[src/rtl/inst_load_sequencer.sv]
// Purpose: boot/reload sequencer that streams program words into instruction memory, then releases the pipeline via start.
// Latency: each accepted word is written 1 cycle after transfer; start rises 1+START_DELAY cycles after the last transfer.
// Backpressure: in_ready is high only in LOAD; words are taken one per cycle whenever in_valid&&in_ready.
// Optional macro INST_LOAD_CHECKSUM_EN adds chk_expected/chk_sum and a checksum gate on entering RUN.
module inst_load_sequencer #(
  parameter int unsigned        ADDR_W      = 32,
  parameter logic [ADDR_W-1:0]  BASE_ADDR   = '0,
  parameter int unsigned        MAX_WORDS   = 256,
  parameter int unsigned        START_DELAY = 4,
  parameter int unsigned        CNT_W       = $clog2(MAX_WORDS) + 1
) (
  input  logic              clk,
  input  logic              rst_n,
  input  logic              load_req,
  input  logic [CNT_W-1:0]  word_count,
  input  logic              halt,
  input  logic              in_valid,
  input  logic [31:0]       in_data,
  output logic              in_ready,
  output logic              enable_inst_in,
  output logic [31:0]       INSTRUCTION,
  output logic [ADDR_W-1:0] ADDRESS,
  output logic              start,
  output logic              busy,
  output logic              done,
`ifdef INST_LOAD_CHECKSUM_EN
  input  logic [31:0]       chk_expected,
  output logic [31:0]       chk_sum,
`endif
  output logic              err
);

  typedef enum logic [1:0] {
    S_IDLE  = 2'd0,
    S_LOAD  = 2'd1,
    S_DRAIN = 2'd2,
    S_RUN   = 2'd3
  } state_t;

  state_t            state;
  logic [CNT_W-1:0]  idx;       // index of the next word to be accepted
  logic [CNT_W-1:0]  cnt_q;     // program length latched at load acceptance
  logic [3:0]        dly;       // settle countdown while in DRAIN

`ifdef INST_LOAD_CHECKSUM_EN
  logic [31:0]       chk_exp_q;
`endif

  logic              count_ok;
  logic              accept;
  logic              reject;
  logic              xfer;
  logic              last_word;
  logic [ADDR_W-1:0] wr_addr;

  // Request qualification, handshake and write-address generation.
  // A load may start from IDLE, or from RUN when halt is not also asserted
  // (halt has priority and swallows a simultaneous load_req).
  always_comb begin
    count_ok  = (word_count != '0) && (word_count <= CNT_W'(MAX_WORDS));
    accept    = 1'b0;
    reject    = 1'b0;
    if (load_req) begin
      if (state == S_IDLE || (state == S_RUN && !halt)) begin
        accept = count_ok;
        reject = !count_ok;
      end
    end
    xfer      = in_valid && in_ready;
    last_word = (idx == (cnt_q - CNT_W'(1)));
    // Modulo-2^ADDR_W address; wrap past the top of the space is not checked.
    wr_addr   = BASE_ADDR + (ADDR_W'(idx) << 2);
  end

  // Sequencer FSM with all outputs registered.
  always_ff @(posedge clk or negedge rst_n) begin
    if (!rst_n) begin
      state          <= S_IDLE;
      idx            <= '0;
      cnt_q          <= '0;
      dly            <= '0;
      in_ready       <= 1'b0;
      enable_inst_in <= 1'b0;
      INSTRUCTION    <= '0;
      ADDRESS        <= BASE_ADDR;
      start          <= 1'b0;
      busy           <= 1'b0;
      done           <= 1'b0;
      err            <= 1'b0;
`ifdef INST_LOAD_CHECKSUM_EN
      chk_sum        <= '0;
      chk_exp_q      <= '0;
`endif
    end else begin
      // Pulses default low; INSTRUCTION/ADDRESS hold between writes.
      enable_inst_in <= 1'b0;
      done           <= 1'b0;
      err            <= reject;

      if (accept) begin
        // Fresh load (from IDLE or reprogram from RUN).
        state    <= S_LOAD;
        cnt_q    <= word_count;
        idx      <= '0;
        in_ready <= 1'b1;
        busy     <= 1'b1;
        start    <= 1'b0;
`ifdef INST_LOAD_CHECKSUM_EN
        chk_sum   <= '0;
        chk_exp_q <= chk_expected;
`endif
      end else begin
        case (state)
          S_IDLE: begin
            // Nothing to do until a legal request arrives.
          end

          S_LOAD: begin
            if (xfer) begin
              enable_inst_in <= 1'b1;
              INSTRUCTION    <= in_data;
              ADDRESS        <= wr_addr;
              idx            <= idx + CNT_W'(1);
`ifdef INST_LOAD_CHECKSUM_EN
              chk_sum        <= chk_sum + in_data;
`endif
              if (last_word) begin
                // Final strobe lands in the first DRAIN cycle.
                state    <= S_DRAIN;
                in_ready <= 1'b0;
                dly      <= 4'(START_DELAY);
              end
            end
          end

          S_DRAIN: begin
            if (dly == 4'd0) begin
              busy <= 1'b0;
`ifdef INST_LOAD_CHECKSUM_EN
              if (chk_sum != chk_exp_q) begin
                // Corrupt program: refuse to release the pipeline.
                state <= S_IDLE;
                err   <= 1'b1;
              end else begin
                state <= S_RUN;
                start <= 1'b1;
              end
`else
              state <= S_RUN;
              start <= 1'b1;
`endif
            end else begin
              dly <= dly - 4'd1;
            end
          end

          S_RUN: begin
            if (halt) begin
              state <= S_IDLE;
              start <= 1'b0;
              done  <= 1'b1;
            end
          end

          default: begin
            state    <= S_IDLE;
            in_ready <= 1'b0;
            busy     <= 1'b0;
            start    <= 1'b0;
          end
        endcase
      end
    end
  end

endmodule

[config.mk]
export PLATFORM = sky130hd
export DESIGN_NAME = inst_load_sequencer
export DESIGN_NICKNAME = d
export VERILOG_FILES = /design/src/rtl/inst_load_sequencer.sv
export SDC_FILE = /design/constraint.sdc
export NUM_CORES = 1
export LEC_CHECK = 0
export ABC_AREA = 1
export CELL_PAD_IN_SITES_DETAIL_PLACEMENT = 0
export CELL_PAD_IN_SITES_GLOBAL_PLACEMENT = 1
export CORE_UTILIZATION = 36
export CTS_CLUSTER_SIZE = 20
export DETAILED_ROUTE_END_ITERATION = 16
export PLACE_DENSITY = 0.95
export SYNTH_ARGS = -nofsm -noshare
export SYNTH_HDL_FRONTEND = slang
export SYNTH_SLANG_ARGS = --single-unit
[constraint.sdc]
create_clock -name clk -period 4.9 [get_ports clk]
set_input_delay 1.225 -clock clk [delete_from_list [all_inputs] [get_ports clk]]
set_output_delay 1.225 -clock clk [all_outputs]
set_load 0.01 [all_outputs]
## After elaboration in Yosys (flattened, before gate mapping)

Index checks and enable logic that the tools add are counted.

- Register bits: 71
- Input port bits: 46
- Word-level logic and storage cells: 86

- Eq/ne operators: 11
- Reductions and logical operators: 24
- Bitwise operators: 1
- $add $sub $neg: 3
- $lt $le $gt $ge: 1
- Multiplexer cells: 34

Operator list:

| cell | count |
|---|---|
| 9-bit 2-to-1 mux | 3 |
| 1-bit 2-to-1 mux | 20 |
| 4-bit 2-to-1 mux | 3 |
| 3-bit inequality test, second input constant | 4 |
| 2-bit nonzero test | 6 |
| 2-bit 2-to-1 mux | 5 |
| 5-bit AND reduction | 2 |
| 9-bit by 1-bit adder with 9-bit output, second input constant | 1 |
| 9-bit equality test | 1 |
| 9-bit <= comparator, second input constant | 1 |
| 3-bit AND reduction | 3 |
| 9-bit nonzero test | 1 |
| 9-bit by 1-bit subtractor with 9-bit output, second input constant | 1 |
| 4-bit one-hot mux with 2 select lines | 1 |
| 2-bit inequality test, second input constant | 3 |
| 2-bit one-hot mux with 3 select lines | 1 |
| 2-bit equality test, second input constant | 2 |
| 4-bit logical NOT | 1 |
| 2-bit AND reduction | 2 |
| 4-bit nonzero test | 1 |
| 4-bit by 1-bit subtractor with 4-bit output, second input constant | 1 |
| 1-bit logical AND | 3 |
| 3-bit nonzero test | 1 |
| 2-bit by 1-bit equality test with 1-bit output, second input constant | 1 |
| 5 further kinds | 6 |

## Depth between registers and ports, before layout

- Depth in word-level cells: 7
- Mapped depth: 15

## Worst setup path before layout

No wires, ideal clock.

- Path kind: input-to-reg
- From: input word_count[5]
- To: register INSTRUCTION[0]
- Arrival time: 2.224 ns
- Slack: 2.560 ns
- Stages: 12
- Buffers on the path: 2
- Cell sequence: nor2_1 > nand2_1 > nor2_1 > nand2_1 > nand2_1 > inv_2 > nand2_4 > nand2_2 > buf_4 > buf_4 > nand2_1 > nand2_1

- Longest elaborated chain between the ends: 6
- Elaborated cells on any way between the ends: 7
- Classes of those cells: 1 x order compare; 2 x mux; 1 x bitwise; 3 x reduce/logical

Ends and longest elaborated chain:

| what | line | source |
|---|---|---|
| start, declared | 15 | `input logic [CNT_W-1:0] word_count,` |
| 9-bit <= comparator or 9-bit nonzero test (tied branches) | 60 | `count_ok = (word_count != '0) && (word_count <= CNT_W'(MAX_WORDS));` |
| 1-bit logical AND (*) | 60 |  |
| 1-bit 2-to-1 mux (*) | 64 | `if (state == S_IDLE \|\| (state == S_RUN && !halt)) begin` |
| 1-bit 2-to-1 mux (*) | 63 | `if (load_req) begin` |
| 1-bit inverter (no source line) (*) | - |  |
| 3-bit AND reduction (no source line) (*) | - |  |
| end signal, assigned | 121 | `INSTRUCTION <= in_data;` |
| end, declared | 21 | `output logic [31:0] INSTRUCTION,` |

Every way passes the cells marked *; elsewhere a longest branch is shown, timed or not.
A chain may end at the register's enable or synchronous reset.

## Final worst setup path

- From: input word_count[1]
- To: register in_ready

- Longest elaborated chain between the ends: 6
- Elaborated cells on any way between the ends: 10
- Classes of those cells: 1 x order compare; 3 x mux; 6 x reduce/logical

Ends and longest elaborated chain:

| what | line | source |
|---|---|---|
| 9-bit <= comparator or 9-bit nonzero test (tied branches) | 60 |  |
| 1-bit logical AND (*) | 60 |  |
| 1-bit 2-to-1 mux (*) | 64 |  |
| 1-bit 2-to-1 mux (*) | 63 |  |
| 2-bit nonzero test (no source line) | - |  |
| 3-bit AND reduction (no source line) | - |  |
| end signal, assigned | 82 | `in_ready <= 1'b0;` |
| end signal, assigned | 105 | `in_ready <= 1'b1;` |
| end signal, assigned | 130 | `in_ready <= 1'b0;` |
| end, declared | 19 | `output logic in_ready,` |

Marked as above.

==> flow_summary.ini <==
[synth]
synth-seq-cells = 71
synth_area_per_cell_um2 = 7.98
synth-seq-area-share = 0.499
netlist_top_cells_count = 176 x nand2_1, 71 x dfrtp_1, 35 x inv_1
ys_warn_count = 0
synth_area_leaders = dfrtp_1 50%, nand2_1 19%, buf_4 5.9%, inv_1 3.7%, nand3_1 3.2%
syn_area_um2 = 3560
synth_enable_flop_cells = 0
synth-async-reset-ratio = 1.00
yosysUniqueCellTypes = 28
netlist_instances = 446
synth_top_area_frac = 0.499
synth_flop_cell = dfrtp_1
synth_most_common_cell = nand2_1
yosysTopAreaCell = dfrtp_1

[floorplanning]
fp.dieH_um = 101
start_util = 0.378
core_area_um2 = 9420
io_pins = 116
dieArea_um2 = 10300
rows = 35
fp.dieW_um = 101

[timing]
maxSlewViolCount = 0
rsz0062_at_grt = no
hold_viol = 0
tightest_slew_ns = 1.07
fin_crit_ns = 3.20
slew_headroom = 0.288
fin_crit_sh = 0.653
fin_setup_tns_ns = 0
layout_setup_ws_ns = 1.70
setup_violations = 0
fmax_mhz = 313
skew_ns = 0.0114

[power_and_ir_drop]
switching_share = 0.221
p_per_area_nw_per_um2 = 247
power_frac_seq = 0.502
comb_power_share = 0.051
switchingPower_uw = 258
leakagePower_nw = 2.38
ir_worst_vdd_mv = 0.181
power.internal_uw = 908
p_clk_frac = 0.447

[cts]
cts-buffers-inserted = 9
clk_path_buf_depth = 2
clkSlewWorstSetupHoldPaths_ns = 0.08
clk_latency_ns = 0.35
numClockSinks = 71
htreeDepth = 3
cts_hold_buf = 0
tritoncts = built
post-cts-setup-buffer-count = 0
clockRootBuffer = clkbuf_8
post_cts_resized = 0

[detailed_routing]
wire_per_inst_um = 11.4
drcViolationCount = 0
ant_nets = 0
firstDrtPassIters = 4
viasPerCell = 4.35
route.final.wire_length_mm = 7.66
vias = 2935
drt_iter0_markers = 131

[critical_path]
r2r_cells = 10
path_class = input pin to flip-flop
worstSetupEndpointType = flip-flop
crit_path_start_kind = input pin
worst_r2r_startpoint = state[0]
r2r_end = in_ready
worstPathRequired_ns = 5.13
cp.arrival_ns = 3.43
rrSetupSlack_ns = 2.45
critPathMaxFanout = 50

[grt]
grt_max_degree = 51
track_usage = 0.163
grt_pass1_wl_mm = 13.1
antenna_found_initial = 0
grt_overflow = 0
grt_pass1_vias = 2947

[hold_path]
hold_end = dly[1]
whs_path_depth = 2
min_from = dly[1]
min_path_type = flip-flop to flip-flop

[layout]
area_growth_pct = 32.6
diodes = 0
drive_gt1_frac = 0.0679
nNetsFinal = 593

[placement]
preCtsSetupSlack_ns = 1.29
gp_congestion = 0.786
port_buffers = 92
dp_hpwl_mm = 5.61

[flow_run]
maxCapViolCount = 0

[status]
status = finished clean
==> layout by cell type (no fill, tap or decap), drive strengths merged, types with 3 or more instances in the layout <==
cell type	count
nand2	181
clkdlybuf4s50	91
dfrtp	71
inv	43
nor2	31
o21ai	30
nand3	24
conb	23
clkbuf	10
xor2	7
ha	7
a21oi	4
nor3	4
or2	4
xnor2	3
buf	3
==> through the flow <==
step | cell area, um^2 | total power [mW] | hold WS, ns | std cells | utilization
floorplan | 3640 | 0.621 | 0.455 | 468 | -
global placement | 4500 | 0.658 | 0.462 | 658 | 0.478
detailed placement | 4500 | 0.657 | 0.468 | 658 | 0.478
CTS | 4720 | 1.18 | 0.488 | 674 | 0.501
global route | 4720 | 1.21 | 0.498 | 674 | 0.501
finish | 4720 | 1.17 | 0.485 | 674 | 0.501
==> sequential cells by signal, summed over array words and instances, names as in the netlist <==
name / count
dly: 4
done: 1
INSTRUCTION: 32
err: 1
cnt_q: 9
start: 1
busy: 1
enable_inst_in: 1
state: 2
in_ready: 1
ADDRESS: 9
idx: 9
==> cell families (layout without fill, tap and decap cells) <==
group | count (synthesis) | after routing | share of synthesized area
other | 1 | 23 | 0.00105
DFF | 71 | 71 | 0.499
buffers and inverters | 74 | 151 | 0.109
xor gates and xnor gates | 10 | 10 | 0.0246
AOI/OAI and AO/OA | 35 | 35 | 0.0520
and+or+nand+nor | 248 | 248 | 0.289
adders and majority gates | 7 | 7 | 0.0246
==> worst max-delay path, cell delays in order <==
cell	delay, ns
clkdlybuf4s50_1	0.42
nor2_1	0.12
nand2_1	0.07
nor2_1	0.08
nand2_1	0.05
nand2_1	0.07
inv_2	0.05
nand2_4	0.18
nand2_2	0.06
buf_4	0.29
inv_2	0.48
nand3_1	0.14
o21ai_0	0.11
inv_1	0.06
==> worst max-delay path by stage <==
stage	cells after the start	from	endpoint	slack, ns
2_1_floorplan	12	word_count[5]	INSTRUCTION[0]	2.56
6_report	14	word_count[1]	in_ready	1.70
5_1_grt	14	word_count[6]	in_ready	1.37
4_1_cts	14	word_count[1]	in_ready	1.66
3_5_place_dp	14	word_count[1]	in_ready	1.29
3_3_place_gp	14	word_count[1]	in_ready	1.39
==> cell type report <==
class	count	area, um^2
multi-input combinational	323	1480
fill	913	4700
clock inverter	6	92.6
timing repair buffer	94	931
sequential	71	1780
inverter	41	154
tap	129	161
clock buffer	10	128
==> power by group through the flow <==
stage	Combinational, mW	Sequential [mW]	Clock, mW
6_report	0.0598	0.585	0.521
5_1_grt	0.0664	0.585	0.560
4_1_cts	0.0607	0.585	0.533
3_3_place_gp	0.0609	0.597	0
2_1_floorplan	0.0239	0.597	0
3_5_place_dp	0.0601	0.597	0
==> per-layer routing <==
metal,vias to the layer above,part of all wire,GRT usage,wire length [um]
met2,92,0.44,0.261,3360
met3,8,0.058,0.0393,448
met4,0,0.012,0.0580,95
met1,1312,0.49,0.215,3760
li1,1523,-,-,-
met5,-,0,0,0
(Power assumes the default switching activity.)
